$ cat config.mk
export PLATFORM = sky130hd
export DESIGN_NAME = core_div
export DESIGN_NICKNAME = d
export VERILOG_FILES = /design/src/rtl/core_div.sv
export SDC_FILE = /design/constraint.sdc
export NUM_CORES = 1
export LEC_CHECK = 0
export ABC_CLOCK_PERIOD_IN_PS = 16250
export CORE_ASPECT_RATIO = 0.6
export CORE_MARGIN = 5
export CORE_UTILIZATION = 55
export DETAILED_ROUTE_END_ITERATION = 10
export GPL_TIMING_DRIVEN = 0
export HOLD_SLACK_MARGIN = 0.1
export PLACE_DENSITY = 0.87
export SKIP_CTS_REPAIR_TIMING = 1
export SLEW_MARGIN = 20
export SYNTH_ARGS = -nofsm -noshare
export SYNTH_HDL_FRONTEND = slang
export SYNTH_SLANG_ARGS = --single-unit
$ cat constraint.sdc
create_clock -name clk -period 16.25 [get_ports clk]
set_input_delay 1.625 -clock clk [delete_from_list [all_inputs] [get_ports clk]]
set_output_delay 1.625 -clock clk [all_outputs]
set_load 0.02 [all_outputs]
$ cat src/rtl/core_div.sv
// Multi-cycle signed restoring divider (DIV and fixed-point FDIV) with start/ready and valid/ready handshakes.
// Optional macro CORE_DIV_EARLY_TERM_EN skips leading zero numerator bits at acceptance.
module core_div #(
  parameter int WIDTH = 32,
  parameter int EXT   = 32
) (
  input  logic             clk,
  input  logic             rst,
  input  logic             start,
  output logic             ready,
  input  logic             fdiv,
  input  logic [4:0]       precision,
  input  logic [WIDTH-1:0] dividend,
  input  logic [WIDTH-1:0] divisor,
  output logic [WIDTH-1:0] quotient,
  output logic [WIDTH-1:0] remainder,
  output logic             div_by_zero,
  output logic             result_valid,
  input  logic             result_ready
);

  localparam int NW = WIDTH + EXT;
  localparam int CW = $clog2(NW + 1);

  typedef enum logic [1:0] {IDLE = 2'd0, CALC = 2'd1, DONE = 2'd2} state_t;

  state_t           state_r, state_s;
  logic [NW-1:0]    num_r;
  logic [WIDTH-1:0] quo_r;
  logic [WIDTH-1:0] part_r;
  logic [WIDTH-1:0] dvs_r;
  logic             sign_q_r, sign_r_r;
  logic [CW-1:0]    cnt_r;

  logic [WIDTH-1:0] abs_a_s, abs_b_s;
  logic [NW-1:0]    num_start_s;
  logic [CW-1:0]    cnt_init_s, cnt_start_s;
  logic [WIDTH:0]   trial_s;
  logic [WIDTH-1:0] sub_s;
  logic             ge_s;
  logic [WIDTH-1:0] q_fin_s, r_fin_s;
  logic             zero_div_s;

`ifdef CORE_DIV_EARLY_TERM_EN
  logic [CW-1:0]    lz_s;

  function automatic logic [CW-1:0] clz(input logic [NW-1:0] v);
    clz = CW'(NW);
    for (int i = 0; i < NW; i++) begin
      if (v[i]) clz = CW'(NW - 1 - i);
    end
  endfunction
`endif

  // Operand conditioning at acceptance; the numerator is left-aligned so the
  // first N steps consume exactly |dividend| << precision (or |dividend| in DIV).
  always_comb begin
    abs_a_s     = dividend[WIDTH-1] ? (~dividend + {{(WIDTH-1){1'b0}}, 1'b1}) : dividend;
    abs_b_s     = divisor[WIDTH-1]  ? (~divisor  + {{(WIDTH-1){1'b0}}, 1'b1}) : divisor;
    zero_div_s  = (divisor == {WIDTH{1'b0}});
    cnt_init_s  = fdiv ? (CW'(WIDTH) + CW'(precision)) : CW'(WIDTH);
`ifdef CORE_DIV_EARLY_TERM_EN
    lz_s        = clz({abs_a_s, {EXT{1'b0}}});
    num_start_s = {abs_a_s, {EXT{1'b0}}} << lz_s;
    cnt_start_s = (cnt_init_s > lz_s) ? (cnt_init_s - lz_s) : CW'(1);
`else
    num_start_s = {abs_a_s, {EXT{1'b0}}};
    cnt_start_s = cnt_init_s;
`endif
  end

  // One restoring step plus sign fix-up of the final result.
  always_comb begin
    trial_s = {part_r, num_r[NW-1]};
    ge_s    = (trial_s >= {1'b0, dvs_r});
    sub_s   = trial_s[WIDTH-1:0] - dvs_r;
    q_fin_s = sign_q_r ? (~quo_r + {{(WIDTH-1){1'b0}}, 1'b1}) : quo_r;
    r_fin_s = sign_r_r ? (~part_r + {{(WIDTH-1){1'b0}}, 1'b1}) : part_r;
  end

  // State register.
  always_ff @(posedge clk or posedge rst) begin
    if (rst) state_r <= IDLE;
    else     state_r <= state_s;
  end

  // Next-state logic.
  always_comb begin
    state_s = state_r;
    case (state_r)
      IDLE: begin
        if (start) state_s = zero_div_s ? DONE : CALC;
        else       state_s = IDLE;
      end
      CALC: begin
        if (cnt_r == {CW{1'b0}}) state_s = DONE;
        else                     state_s = CALC;
      end
      DONE: begin
        if (result_ready) state_s = IDLE;
        else              state_s = DONE;
      end
      default: state_s = IDLE;
    endcase
  end

  // Handshake outputs decoded from the state register.
  always_comb begin
    ready        = 1'b0;
    result_valid = 1'b0;
    case (state_r)
      IDLE:    ready = 1'b1;
      CALC:    ready = 1'b0;
      DONE:    result_valid = 1'b1;
      default: ready = 1'b0;
    endcase
  end

  // Datapath: operand capture, iteration and result registers.
  always_ff @(posedge clk or posedge rst) begin
    if (rst) begin
      num_r       <= {NW{1'b0}};
      quo_r       <= {WIDTH{1'b0}};
      part_r      <= {WIDTH{1'b0}};
      dvs_r       <= {WIDTH{1'b0}};
      sign_q_r    <= 1'b0;
      sign_r_r    <= 1'b0;
      cnt_r       <= {CW{1'b0}};
      quotient    <= {WIDTH{1'b0}};
      remainder   <= {WIDTH{1'b0}};
      div_by_zero <= 1'b0;
    end else begin
      case (state_r)
        IDLE: begin
          if (start) begin
            num_r    <= num_start_s;
            quo_r    <= {WIDTH{1'b0}};
            part_r   <= {WIDTH{1'b0}};
            dvs_r    <= abs_b_s;
            sign_q_r <= dividend[WIDTH-1] ^ divisor[WIDTH-1];
            sign_r_r <= dividend[WIDTH-1];
            cnt_r    <= cnt_start_s;
            if (zero_div_s) begin
              quotient    <= {WIDTH{1'b1}};
              remainder   <= dividend;
              div_by_zero <= 1'b1;
            end
          end
        end
        CALC: begin
          if (cnt_r != {CW{1'b0}}) begin
            num_r  <= {num_r[NW-2:0], 1'b0};
            part_r <= ge_s ? sub_s : trial_s[WIDTH-1:0];
            quo_r  <= {quo_r[WIDTH-2:0], ge_s};
            cnt_r  <= cnt_r - CW'(1);
          end else begin
            quotient    <= q_fin_s;
            remainder   <= r_fin_s;
            div_by_zero <= 1'b0;
          end
        end
        DONE: begin
          cnt_r <= cnt_r;
        end
        default: begin
          cnt_r <= {CW{1'b0}};
        end
      endcase
    end
  end

endmodule

==> metrics <==
post-route minimum period 5790 ps; post-synthesis sequential area ratio between 30% and 40%; Sw Share 51.7%; TritonCTS clock tree built; number of synthesized flops with an enable pin 0; power spent charging and discharging nets approximately 1.9 mW; total negative slack 0 ps; Clock Skew 8.03 ps; floorplan die width 207 um; worst-skew pair later-pin latency 510 ps; library cell used as clock root buffer clkbuf_16; detailed-placement wirelength estimate 32800 um; class of the tightest hold or removal check flop to flop; net count after synthesis between 1500 and 2000; clock-pin slew reported for the worst setup and hold paths after clock tree synthesis around 60 ps; DRC violation count after routing 0; run status completed; placer's final routability congestion estimate about 1; number of instances in the synthesized netlist 1555; pin count of the biggest net entering global routing 107; CP delay by family, top simple AND/OR/NAND/NOR gates; Syn-to-layout area delta 19.4%; post-synthesis sequential element count 204; core utilization of the finished layout 66.4%; initial core utilization between 50 and 60%; antenna fix cells 0; Synthesis Warnings 0; first-pass detailed-route iteration total 5; Crit path buffers/inverters 3; arrival time worst endpoint 6200 ps; Most used DFF post-synth dfrtp_1; ordered cell list for the critical path clkdlybuf4s50_1 -> or3_1 -> nor4_1 -> nand4_1 -> nor4_2 -> or2_2 -> clkbuf_1 -> buf_1 -> nor2_1 -> a31oi_1; number of levels in the clock H-tree 1; PortBufs 139; class of the most critical setup path input port to flop; worst vdd ir 120 uV; Vias/cell 6.53; Max Cap Viol 0; Rows 43; Max Slew Vio Count 0; setup violation total in the final timing report 0; critical path required time 16660 ps; detailed-route wire length per cell about 22 um; wire length of the first global-routing pass 68000 um; area of the mapped netlist 12800 sq um; leakage power total 6.55 nW; async set or reset register ratio after synthesis 100%; Bufs on Longest Clock Path 3; critical path peak fanout 10; stage delay of the slowest cell on the critical path 1080 ps; RSZ-0062 raised after global routing no; count of fill cells added during filler insertion 1883; power density relative to cell area 244 nW/um^2; slowest library cell on the worst path nor4_2; launch point of the worst path divisor[15]; unique cell type count in the Yosys netlist 63; fraction of power consumed by the clock network about 12%; CTS sink cnt 204; Die Span Y 128 um; number of buffers created by CTS 21; via count 13400; area used by multi-input combinational logic 7140 sq um; number of top-level pins 141; endpoints failing hold 0; number of nets in the layout 1831; remaining global-route overflow 0; post-route design area 15300 sq um; Mean Syn Cell Area approximately 8.2 sq um; reg2reg start part_r[15]; Storage cell area 5100 sq um; Cell Int Power about 1.8 mW; antenna violations before repair 0; total track usage 31.8%; via count of the first global-routing pass 12400; worst-case headroom to the max-slew limit 20.1%; Comb pwr share 63.1%; Initial DRC Count approximately 2200; critical path launch point type input port; maximum operating frequency 0.173 GHz; Cell Area, Placed 14700 sq um; sequential cell fraction of total power 24.5%; worst hold start dvs_r[9]; DP Worst Slack 10220 ps; final worst-path cycle share 35.6%; share of cells above drive strength 1 3.12%; full die area 26500 sq um; CORE AREA 23000 sq um; actual transition at the worst max-transition pin 1190 ps; CP endpoint kind flop; wire length reported by the detailed router 44200 um; final setup margin 10460 ps; post-route antenna net violation count 0
-- synthesized netlist by cell type, types with 12 or more instances --
cell type / instances / area share [%]
nor2_1: 125 / 3.7
ha_1: 37 / 3.6
nand4_1: 33 / 1.6
xnor2_1: 41 / 2.8
a31oi_1: 41 / 2.0
or3_1: 16 / 0.78
nand3_1: 67 / 2.6
dfrtp_1: 204 / 40
xor2_1: 104 / 7.1
a21oi_1: 82 / 3.2
a21o_1: 18 / 1.1
o21ai_0: 160 / 6.3
nor3_1: 22 / 0.86
or4_1: 14 / 0.82
inv_1: 57 / 1.7
o41ai_1: 12 / 0.82
buf_1: 15 / 0.44
nand2_1: 242 / 7.1
clkbuf_1: 80 / 2.3
o211ai_1: 17 / 1.0
o311ai_0: 14 / 0.96
o31ai_1: 34 / 2.0
-- sequential cells by signal, summed over array words and instances, names as in the netlist --
register	count
cnt_r	7
state_r	2
dvs_r	32
sign_q_r	1
remainder	32
sign_r_r	1
div_by_zero	1
num_r	32
quotient	32
quo_r	32
part_r	32
-- worst min-delay path: cells and delay by family (launching register included) --
kind,cells,cell delay [ps]
AOI/OAI and AO/OA,1,60
and+or+nand+nor,1,40
DFF,1,340
-- per-layer routing --
layer	up-vias	track usage (%)	part of all wire (%)
li1	5854	-	-
met1	6396	48.8	42
met2	1014	43.2	40
met3	105	9.66	15
met4	0	8.82	2.7
met5	-	0	0
-- cell type report --
type / count / area share, %
Inverter: 57 / 1.45
Buffer: 96 / 2.36
Clock inverter: 8 / 0.303
Multi-Input combinational cell: 1198 / 46.7
Clock buffer: 28 / 3.80
Timing Repair Buffer: 141 / 9.46
Tap cell: 315 / 2.58
Sequential cell: 204 / 33.4
-- per-stage QoR --
| stage | hold slack [ps] | total power [mW] | cells |
|---|---|---|---|
| detailed placement | 467 | 3.15 | 2011 |
| CTS | 481 | 3.63 | 2047 |
| finish | 482 | 3.73 | 2047 |
| global placement | 452 | 3.07 | 2009 |
| floorplan | 445 | 2.39 | 1555 |
| global route | 509 | 3.93 | 2047 |
-- power groups by stage --
stage	Clock, mW	Sequential, mW	Combinational [mW]
after floorplan	0	0.940	1.45
after global placement	0	0.903	2.16
after detailed placement	0	0.908	2.24
after CTS	0.460	0.903	2.26
after global routing	0.485	0.930	2.52
final	0.462	0.913	2.36
-- cell usage in the layout, fill, tap and decap left out, drive strengths merged, types with 13 or more instances in the layout --
master         count
o211ai            17
a21o              18
o21ai            163
a21oi             82
o31ai             35
nor3              22
nand3             67
dfrtp            204
o311ai            14
buf               18
o41ai             13
or4               15
or3               18
xnor2             41
nand4             33
ha                37
clkbuf           108
inv               57
clkdlybuf4s50    139
nor2             125
nand2            242
a31oi             41
xor2             104
-- path summary, 6_finish.rpt --
path | to | slack, ps | cells past startpoint
max | quotient[0] | 10460 | 10
min | dvs_r[9] | 480 | 2
max reg2reg | part_r[2] | 11920 | 12
min reg2reg | dvs_r[9] | 480 | 2
max in group asynchronous | cnt_r[0] | 13650 | 4
min in group asynchronous | quotient[24] | 1390 | 2
-- cells by family (layout without fill, tap and decap cells) --
group,after synthesis,in the layout,share of synthesized area [%]
mux,5,5,0.391
buf+inv,153,330,4.49
xor+xnor,145,145,9.91
compound gates,439,439,21.3
flops,204,204,39.9
fa+ha+maj,38,38,3.77
simple gates,571,571,20.3
Power figures use the tool's default switching activity.
